===== config.mk =====
export PLATFORM = sky130hd
export DESIGN_NAME = exe_stage
export DESIGN_NICKNAME = d
export VERILOG_FILES = /design/src/rtl/exe_stage.sv
export SDC_FILE = /design/constraint.sdc
export NUM_CORES = 1
export LEC_CHECK = 0
export CORE_UTILIZATION = 46
export CTS_CLUSTER_DIAMETER = 200
export DETAILED_ROUTE_END_ITERATION = 10
export GPL_ROUTABILITY_DRIVEN = 1
export PLACE_DENSITY_LB_ADDON = 0.3
export SLEW_MARGIN = 20
export SYNTH_ARGS = -nofsm -noshare
export SYNTH_HDL_FRONTEND = slang
export SYNTH_SLANG_ARGS = --single-unit

===== constraint.sdc =====
create_clock -name clk -period 8.6 [get_ports clk]
set_input_delay 2.58 -clock clk [delete_from_list [all_inputs] [get_ports clk]]
set_output_delay 2.58 -clock clk [all_outputs]
set_load 0.02 [all_outputs]

===== src/rtl/exe_stage.sv =====
// Execute stage: registers one decoded instruction per handshake, computes its ALU
// result, issues the data-SRAM request and feeds results to memory and decode.
module exe_stage #(
  parameter int DS_TO_ES_BUS_WD = 151,
  parameter int ES_TO_MS_BUS_WD = 71,
  parameter int ES_TO_DS_BUS_WD = 39
) (
  input  logic                       clk,
  input  logic                       reset,
  input  logic                       ms_allowin,
  output logic                       es_allowin,
  input  logic                       ds_to_es_valid,
  input  logic [DS_TO_ES_BUS_WD-1:0] ds_to_es_bus,
  output logic                       es_to_ms_valid,
  output logic [ES_TO_MS_BUS_WD-1:0] es_to_ms_bus,
  output logic [ES_TO_DS_BUS_WD-1:0] es_to_ds_bus,
  output logic                       data_sram_en,
  output logic [3:0]                 data_sram_we,
  output logic [31:0]                data_sram_addr,
  output logic [31:0]                data_sram_wdata
);

  logic                       es_valid_r;
  logic [DS_TO_ES_BUS_WD-1:0] ds_to_es_bus_r;

  logic [11:0] alu_op_s;
  logic        res_from_mem_s, src1_is_pc_s, src2_is_imm_s, gr_we_s, mem_we_s, no_dest_s;
  logic [4:0]  dest_s;
  logic [31:0] imm_s, rj_value_s, rkd_value_s, pc_s;
  logic        es_ready_go_s, fire_s, es_no_dest_s, es_res_from_mem_s;
  logic [31:0] src1_s, src2_s, alu_result_s;
  logic [4:0]  shamt_s;

  assign {alu_op_s, res_from_mem_s, src1_is_pc_s, src2_is_imm_s, gr_we_s, mem_we_s,
          no_dest_s, dest_s, imm_s, rj_value_s, rkd_value_s, pc_s} = ds_to_es_bus_r;

  assign es_ready_go_s  = 1'b1;
  assign es_allowin     = !es_valid_r || (es_ready_go_s && ms_allowin);
  assign es_to_ms_valid = es_valid_r && es_ready_go_s;

  // Stage valid bit: a bubble is loaded whenever decode has nothing to offer.
  always_ff @(posedge clk or posedge reset) begin
    if (reset) begin
      es_valid_r <= 1'b0;
    end else if (es_allowin) begin
      es_valid_r <= ds_to_es_valid;
    end
  end

  // Instruction register: captured only on a real handshake, held otherwise.
  always_ff @(posedge clk or posedge reset) begin
    if (reset) begin
      ds_to_es_bus_r <= {DS_TO_ES_BUS_WD{1'b0}};
    end else if (es_allowin && ds_to_es_valid) begin
      ds_to_es_bus_r <= ds_to_es_bus;
    end
  end

  assign src1_s  = src1_is_pc_s  ? pc_s  : rj_value_s;
  assign src2_s  = src2_is_imm_s ? imm_s : rkd_value_s;
  assign shamt_s = src2_s[4:0];

  // ALU: OR of every selected operation, so a zero op vector yields zero.
  always_comb begin
    alu_result_s = 32'h0000_0000;
    alu_result_s = alu_result_s | ({32{alu_op_s[0]}}  & (src1_s + src2_s));
    alu_result_s = alu_result_s | ({32{alu_op_s[1]}}  & (src1_s - src2_s));
    alu_result_s = alu_result_s | ({32{alu_op_s[2]}}  & {31'd0, ($signed(src1_s) < $signed(src2_s))});
    alu_result_s = alu_result_s | ({32{alu_op_s[3]}}  & {31'd0, (src1_s < src2_s)});
    alu_result_s = alu_result_s | ({32{alu_op_s[4]}}  & (src1_s & src2_s));
    alu_result_s = alu_result_s | ({32{alu_op_s[5]}}  & ~(src1_s | src2_s));
    alu_result_s = alu_result_s | ({32{alu_op_s[6]}}  & (src1_s | src2_s));
    alu_result_s = alu_result_s | ({32{alu_op_s[7]}}  & (src1_s ^ src2_s));
    alu_result_s = alu_result_s | ({32{alu_op_s[8]}}  & (src1_s << shamt_s));
    alu_result_s = alu_result_s | ({32{alu_op_s[9]}}  & (src1_s >> shamt_s));
    alu_result_s = alu_result_s | ({32{alu_op_s[10]}} & $unsigned($signed(src1_s) >>> shamt_s));
    alu_result_s = alu_result_s | ({32{alu_op_s[11]}} & src2_s);
  end

  // The request is tied to the handshake into memory so a stall never repeats it.
  assign fire_s          = es_valid_r && ms_allowin;
  assign data_sram_en    = fire_s && (res_from_mem_s || mem_we_s);
  assign data_sram_we    = (fire_s && mem_we_s) ? 4'hf : 4'h0;
  assign data_sram_addr  = alu_result_s;
  assign data_sram_wdata = rkd_value_s;

  assign es_to_ms_bus = {res_from_mem_s, gr_we_s, dest_s, alu_result_s, pc_s};

  assign es_no_dest_s      = !es_valid_r || !gr_we_s || no_dest_s || (dest_s == 5'd0);
  assign es_res_from_mem_s = es_valid_r && res_from_mem_s;
  assign es_to_ds_bus      = {es_res_from_mem_s, es_no_dest_s, dest_s, alu_result_s};

endmodule

==> results.txt <==
Synth top cells by count -> mux2_2, mux2i_1, nand2_1
CTS resizes -> 0
Post-synth EDFFs -> 0
Xor and xnor area share after synthesis -> 0.01667
Post-synthesis compound-gate area fraction -> 0.1996
FMAX -> 120.7 MHz
Remaining routing DRC violations -> 0
Ys flop type -> dfrtp_1
Reg2reg path depth -> 4
Final net count -> 2273
H-tree depth -> 4
CTS tree -> yes
Post-CTS setup buffer count -> 0
First-pass DRT Iterations -> 6
Worst hold slack -> 0.5031 ns
Clock Tree Buf Depth -> 2
IO Count -> 336
Seq/Total Area, Yosys -> 0.2336
Fill cell count -> 3209
Worst-Skew Late Latency -> 0.45 ns
Simple-Gate Fraction of Synth Area -> 0.1088
Fraction of layout cells with a size suffix above 1 -> 0.1580
Post-Place Worst Slack -> 0.8324 ns
CTS root buf -> clkbuf_16
Power density over cell area -> 285.8 nW/um^2
Clk slew on worst S/H paths -> 0.07 ns
Gpl congestion -> 1.036
Clock Skew -> 0.009267 ns
Grt ovf -> 0
Worst hold path type -> register to register
TritonCTS Buffers -> 17
Synth Area in Adders -> 0.07698
Peak supply drop -> 0.0001821 V
Yosys cell types -> 82
Die ar. -> 36160 um^2
Post-Syn Instances -> 1882
Area share of the largest cell type after synthesis -> 0.2336
Actual slew at the worst max-slew pin -> 1.013 ns
CP Launch Type -> register
Max-Cap Viols -> 0
Critical path destination -> data_sram_addr[28]
Tcrit/Tclk final -> 0.9637
Mean post-synth cell area -> 8.653 um^2
Routed WL -> 65350 um
Row count -> 68
Post-synth net total -> 2136
Largest net degree at the start of global routing -> 88
Buffers on Ports -> 335
Start point of the critical path -> ds_to_es_bus_r[136]
Post-DP HPWL -> 50500 um
Slew HR -> 0.3056
Leak -> 8.429 nW
DIE WIDTH -> 190.2 um
Hold path start -> ds_to_es_bus_r[76]
Vias in the first global route -> 15139
Arrival @ worst endpoint -> 5.71 ns
Worst setup margin -> 0.3123 ns
Crit Reg-Reg Endpoint -> ds_to_es_bus_r[137]
DR vias -> 15704
Gr usage total -> 0.3579
Finished Core Util -> 0.5653
Largest family of logic cells by synthesized area -> multiplexers
Synthesized area -> 16290 um^2
Initial Utilization -> 0.4691
Total power draw -> 0.005609 W
Violation count after the first detailed-route iteration -> 2044
Crit. End Element -> output pin
Initial antenna violation count -> 1
Min cycle time layout -> 8.288 ns
Final Max Tran Viols -> 0
Ys async rst share -> 1.000
Area Overhead vs Synth -> 20.51%
FF-to-FF Start -> es_to_ms_valid
Dominant cell type by area after synthesis -> dfrtp_1
R2R setup slack -> 6.26 ns
Critical Path RT -> 6.02 ns
Final TNS setup -> 0 ns
Count leader, synth -> mux2_2
Routed WL per cell -> 26.26 um
Crit Path Max Fanout -> 26
Final setup viols -> 0
Clock tree sinks -> 152
Synthesis-stage register bit count -> 152
CTS Hold Bufs -> 0
ANT nets after route -> 0
Status -> finished clean
Synth warn -> 0
Unrepaired setup endpoints after global routing -> false
Final Hold Fails -> 0
Synth area leaders -> dfrtp_1, mux2_2, mux2i_1, ha_1, buf_4
Core Region -> 34710 um^2
First-pass GRT wire length -> 96560 um
Vias per cell -> 6.309
Mux contribution to synthesized area -> 0.2392
Die Height -> 190.2 um
Crit Path Class -> register to output pin
## area by class of cell
class | instances | area, um^2 | share of cell area
Clock inverter | 14 | 151.4 | 0.007714
Clock buffer | 18 | 439.2 | 0.02238
Sequential cell | 152 | 3806 | 0.1939
Inverter | 104 | 397.9 | 0.02027
Tap cell | 455 | 569.3 | 0.02901
Antenna cell | 2 | 5.005 | 0.0002550
Timing Repair Buffer | 393 | 3789 | 0.1931
Multi-Input combinational cell | 1351 | 10470 | 0.5334
## power breakdown
part	leakage [nW]	switching (W)	internal [W]
clock network	0.289	0.000339	0.000417
logic	6.36	0.00242	0.00150
registers	1.78	0.000106	0.000820
total	8.43	0.00287	0.00274
## sequential cells by signal, indices dropped and copies added, names as in the netlist
name            flops
ds_to_es_bus_r    151
es_to_ms_valid      1
## through the flow
step | instance area (um^2) | cells
2_1_floorplan | 16290 | 1882
3_3_place_gp | 19030 | 2455
3_5_place_dp | 19030 | 2455
4_1_cts | 19620 | 2487
5_1_grt | 19620 | 2487
6_report | 19630 | 2489
## critical path, stage by stage, from the launching register on
cell and delay, ns:
dfrtp_2 0.86, buf_4 0.37, mux2_2 0.40, inv_1 0.09, ha_1 0.41, or2_1 0.34, nor4b_1 0.53, nand2_1 0.10
o31a_1 0.34, or3_1 0.44, a211o_1 0.31, o221ai_1 0.19, a311o_1 0.21, clkdlybuf4s50_1 0.64
## layer usage
metal  GRT usage  vias to the layer above  wire length [um]
met1      0.4861                     7639             27770
met3     0.08319                      133              6420
met2      0.5404                      964             28550
met5           0                        -                13
li1            -                     6966                 -
met4      0.1551                        2              2598
## placed cells by master, fill, tap and decap left out, types with 21 or more instances in the layout
master             n
a221oi_1          23
a22oi_1           31
inv_1             97
a31oi_1           25
ha_1              97
o21ai_0           63
mux2i_1          153
nand2_1          152
nor2_1           109
dfrtp_1          150
a211oi_1          21
a21oi_1           96
nand3_1           37
mux2_2           195
o21ai_1           21
o211ai_1          25
xnor2_1           24
buf_4             58
clkdlybuf4s50_1  335
## logic make-up (layout without fill, tap and decap cells)
logic type	count (synthesis)	after routing
buf+inv	379	529
xor+xnor	31	31
other cells	0	2
fa+ha+maj	99	99
compound gates	469	469
flops	152	152
mux	357	357
simple gates	395	395
## how the worst min path moves through the flow
stage                          end  depth (start not counted)
5_1_grt         ds_to_es_bus_r[77]                          1
4_1_cts         ds_to_es_bus_r[76]                          1
3_3_place_gp   ds_to_es_bus_r[125]                          1
2_1_floorplan  ds_to_es_bus_r[101]                          1
6_report        ds_to_es_bus_r[76]                          1
3_5_place_dp   ds_to_es_bus_r[127]                          1
No activity file was read; power rests on OpenSTA's default activity.
